==> config.mk <==
export PLATFORM = sky130hd
export DESIGN_NAME = reg_snapshot_streamer
export DESIGN_NICKNAME = d
export VERILOG_FILES = /design/src/rtl/reg_snapshot_streamer.sv
export SDC_FILE = /design/constraint.sdc
export NUM_CORES = 2
export LEC_CHECK = 0
export ABC_AREA = 1
export BUFFER_PORTS_ARGS = -buffer_cell sky130_fd_sc_hd__buf_4
export CORE_UTILIZATION = 55
export CTS_CLUSTER_SIZE = 14
export DETAILED_ROUTE_END_ITERATION = 16
export GPL_TIMING_DRIVEN = 0
export PLACE_DENSITY = 0.75
export REMOVE_ABC_BUFFERS = 1
export SLEW_MARGIN = 20
export SYNTH_ARGS = -nofsm -noshare
export SYNTH_HDL_FRONTEND = slang
export SYNTH_SLANG_ARGS = --single-unit
==> constraint.sdc <==
create_clock -name clk -period 100 [get_ports clk]
set_input_delay 20 -clock clk [delete_from_list [all_inputs] [get_ports clk]]
set_output_delay 20 -clock clk [all_outputs]
set_load 0.005 [all_outputs]
==> src/rtl/reg_snapshot_streamer.sv <==
// reg_snapshot_streamer: captures the register bus on start and streams all or only changed
// words over valid/ready, lowest index first.
module reg_snapshot_streamer #(
    parameter int NREGS = 32,
    parameter int WIDTH = 32
) (
    input  logic                   clk,
    input  logic                   reset,
    input  logic [NREGS*WIDTH-1:0] registers,
    input  logic                   start,
    input  logic                   delta_mode,
    output logic                   out_valid,
    input  logic                   out_ready,
    output logic [4:0]             out_index,
    output logic [WIDTH-1:0]       out_data,
    output logic                   out_last,
    output logic                   busy,
    output logic                   done
);
    typedef enum logic [1:0] {IDLE, SEND, DONE} state_t;

    state_t           r_state;
    state_t           w_next;
    logic [WIDTH-1:0] r_snap [NREGS];
    logic [WIDTH-1:0] r_prev [NREGS];
    logic [NREGS-1:0] r_mask;
    logic [4:0]       r_idx;
    logic [NREGS-1:0] w_new_mask;
    logic [NREGS-1:0] w_above;
    logic             w_last;
    logic             w_fire;

    function automatic logic [4:0] f_lowest(input logic [NREGS-1:0] v);
        f_lowest = '0;
        for (int i = NREGS - 1; i >= 0; i--)
            if (v[i]) f_lowest = i[4:0];
    endfunction

    always_comb begin
        w_new_mask = '0;
        for (int i = 0; i < NREGS; i++)
            w_new_mask[i] = delta_mode ? (registers[WIDTH*i +: WIDTH] != r_prev[i]) : 1'b1;
    end

    // pending words strictly above the current one; empty means this word is the last
    assign w_above = r_mask & (({NREGS{1'b1}} << r_idx) << 1);
    assign w_last  = w_above == '0;
    assign w_fire  = r_state == SEND && out_ready;

    always_comb begin
        w_next = r_state;
        if (r_state == IDLE)
            w_next = start ? ((|w_new_mask) ? SEND : DONE) : IDLE;
        else if (r_state == SEND)
            w_next = (w_fire && w_last) ? DONE : SEND;
        else
            w_next = IDLE;
    end

    always_ff @(posedge clk) begin
        if (reset)
            r_state <= IDLE;
        else
            r_state <= w_next;
    end

    always_ff @(posedge clk) begin
        if (reset) begin
            r_mask <= '0;
            r_idx  <= '0;
            for (int i = 0; i < NREGS; i++) begin
                r_snap[i] <= '0;
                r_prev[i] <= '0;
            end
        end else begin
            if (r_state == IDLE && start) begin
                for (int i = 0; i < NREGS; i++)
                    r_snap[i] <= registers[WIDTH*i +: WIDTH];
                r_mask <= w_new_mask;
                r_idx  <= f_lowest(w_new_mask);
            end
            if (w_fire) begin
                r_mask[r_idx] <= 1'b0;
                if (!w_last) r_idx <= f_lowest(w_above);
            end
            if (r_state == DONE)
                for (int i = 0; i < NREGS; i++)
                    r_prev[i] <= r_snap[i];
        end
    end

    assign out_valid = r_state == SEND;
    assign out_index = r_idx;
    assign out_data  = r_snap[r_idx];
    assign out_last  = r_state == SEND && w_last;
    assign busy      = r_state != IDLE;
    assign done      = r_state == DONE;
endmodule

==> flow_summary_export.csv <==
group,metric,value,unit
outcome,outcome,"finished clean",
timing,finalSetupTns,0,ns
timing,rsz0062_at_grt,"false",
yosys,synth-main-ff-cell,"edfxtp_1",
yosys,synth_area_leaders,"edfxtp_1 58%, nor2_1 9.8%, inv_1 9.7%, nand2_1 3.8%, o22ai_1 2.3%",
critical_path,cp_data_arrival_time,5.84,ns
timing,slew_headroom,12.9,%
routing,vias,92800,
critical_path,cp-end-kind,"output port",
yosys,synth_edf_count,2048,
yosys,yosys.cell_types.count,52,
routing,drtIter0Drc,15100,
yosys,ys_seq_area_share,58.5,%
cts,clk_latency,0.91,ns
finish,fill_cells,15500,
pwr,p_leak,56.6,nW
routing,post_drt_wl_per_cell,28.1,um
routing,drc,0,
routing,ant_nets,0,
timing,slew_violations,0,
floorplan,die_area,195000,um2
yosys,synth.top_cell.area_share,57.8,%
yosys,ys_ff_latch,2086,
pwr,power_frac_clock,37.7,%
critical_path,critical_path_peak_fanout,66,
timing,fin_crit_sh,25.8,%
yosys,syn_inst,11800,
placed_design,dp_hpwl,347000,um
finish,final_nets,13900,
critical_path,required,80.00,ns
cts,post_cts_resized,0,
critical_path,r2r_cells,31,
timing,final-setup-viol-count,0,
yosys,yosys.area.top_type,"edfxtp_1",
global_routing,first_global_vias,87600,
critical_path,setup.worst_path.end,"out_data[4]",
yosys,synth_warnings,0,
finish,multi_input_area,32500,um2
floorplan,row_count,161,
floorplan,die_y,442,um
pwr,power_switching_share,27.5,%
critical_path,critPathLaunch,"out_index[1]",
pwr,peakVddDrop,16.3,uV
run,drv_cap,0,
critical_path,rrSetupSlack,94.98,ns
finish,layout.area.seq,62300,um2
cts,cts_root_buf,"clkbuf_16",
routing,wl,443000,um
timing,tightest_slew,1.29,ns
global_routing,overflow,0,
placed_design,gp_congestion,1.04,
cts,postCtsSetupBuffers,0,
yosys,synth_area,106000,um2
critical_path,r2r_end,"out_index[0]",
cts,cts_made_buffers,218,
placed_design,port_buffers,1069,
cts,htree_levels,4,
cts,cts_buffer_depth,3,
finish,drive_above_1_share,13.7,%
cts,clkSlewWorstSetupHoldPaths,0.06,ns
pwr,p_seq_share,47.8,%
critical_path,critPathKind,"flop to output port",
yosys,synth_most_common_cell,"nor2_1",
cts,cts_tree,"yes",
timing,fin_skew,0.0474,ns
pwr,p_comb_share,14.5,%
floorplan,die_w,442,um
cts,cts_hold_buf,0,
timing,hold_slack,0.526,ns
pwr,power_density,17.3,nW/um2
pwr,p_int,1.60,mW
global_routing,grt_use_total,44.2,%
pwr,p_sw,0.607,mW
hold_path,min_path_type,"flop to flop",
critical_path,r2r-start,"r_prev[1][274]",
critical_path,worst_setup_path_start_kind,"flop",
global_routing,grt_pass1_wl,613000,um
finish,syn_to_final_growth,19.6,%
yosys,async_reset_ff_share,0,%
floorplan,num_io_pins,1070,
timing,finalHoldViolations,0,
global_routing,grt_max_degree,134,
timing,period_minus_slack,25.84,ns
yosys,synth_common_cells,"2772 x nor2_1, 2747 x inv_1, 2048 x edfxtp_1, 1086 x nand2_1, 397 x o22ai_1",
global_routing,antenna_found_initial,188,
floorplan,coreArea,192000,um2
yosys,avgSynthCellArea,9.00,um2
floorplan,start_util,55.3,%
cts,cts_sinks,2086,
timing,clock.fmax,0.0387,GHz
routing,via_per_inst,5.90,
routing,drt-pass1-iter-count,7,
[power groups by stage]
stage / logic (mW) / clock network, mW / registers, mW
2_1_floorplan: 0.146 / 0 / 1.15
3_3_place_gp: 0.297 / 0 / 1.22
3_5_place_dp: 0.309 / 0 / 1.07
4_1_cts: 0.311 / 0.824 / 1.05
5_1_grt: 0.335 / 0.858 / 1.06
6_report: 0.320 / 0.830 / 1.05
[flip-flops by register name, indices dropped and copies added, names as in the netlist]
register and count:
out_index 5, r_mask 31, r_prev 1024, r_snap 1024, r_state 2
[worst min-delay path by stage]
stage / depth (start not counted) / to / startpoint / slack, ns
floorplan: 2 / r_mask[21] / r_mask[21] / 0.46
global placement: 2 / r_mask[30] / r_mask[30] / 0.49
detailed placement: 2 / r_mask[30] / r_mask[30] / 0.49
CTS: 2 / r_mask[30] / r_mask[30] / 0.51
global route: 2 / r_mask[30] / r_mask[30] / 0.55
finish: 2 / r_mask[30] / r_mask[30] / 0.53
[per-layer routing]
metal	global-route usage (%)	up-vias	share of wire, %
met1	55.2	44100	35
met3	10.7	1248	12
met4	36.6	70	9.5
met5	0	-	0.11
met2	65.2	6569	44
li1	-	40800	-
[per-stage QoR]
step	util (%)	instance area, um2	total power [mW]	setup slack [ns]	instances
6_report	66.2	127000	2.20	74.16	15700
5_1_grt	66.1	127000	2.25	74.36	15700
4_1_cts	66.0	127000	2.19	74.37	15600
3_5_place_dp	62.3	120000	1.38	75.18	15200
3_3_place_gp	60.4	116000	1.51	-17.62	15000
2_1_floorplan	-	105000	1.30	24.65	11400
[cell usage in the layout, fill, tap and decap left out, types with 205 or more instances in the layout]
cell type	synthesis	routed
nand2_1	1086	1082
or2_2	215	215
o22ai_1	397	397
nor4_1	208	205
clkbuf_16	0	227
nand4_1	366	366
inv_1	2747	2746
nor2_1	2772	2765
edfxtp_1	2048	2048
o21ai_0	392	384
buf_4	1	1074
[worst max-delay path, cell delays in order (launching register included)]
cell and delay (ns):
dfxtp_1 0.77, nor2_4 0.30, inv_8 0.36, buf_16 0.33, o22ai_1 0.29, o21ai_1 0.79, nand2_1 0.20, a221oi_1 0.90
nand4_1 0.52, buf_4 0.32
[area by class of cell]
cell class | instances | area share [%]
Tap cell | 2526 | 2.48
Timing Repair Buffer | 1213 | 9.10
Clock inverter | 138 | 0.964
Multi-Input combinational cell | 6599 | 25.5
Sequential cell | 2086 | 48.9
Clock buffer | 266 | 4.58
Inverter | 2764 | 8.17
Antenna cell | 150 | 0.295
[cell families after synthesis]
logic type | share of synthesized area [%]
xor+xnor | 2.79
simple gates | 20.7
flops | 58.5
compound gates | 6.92
buf+inv | 11.1
No activity file was read; power rests on OpenSTA's default activity.
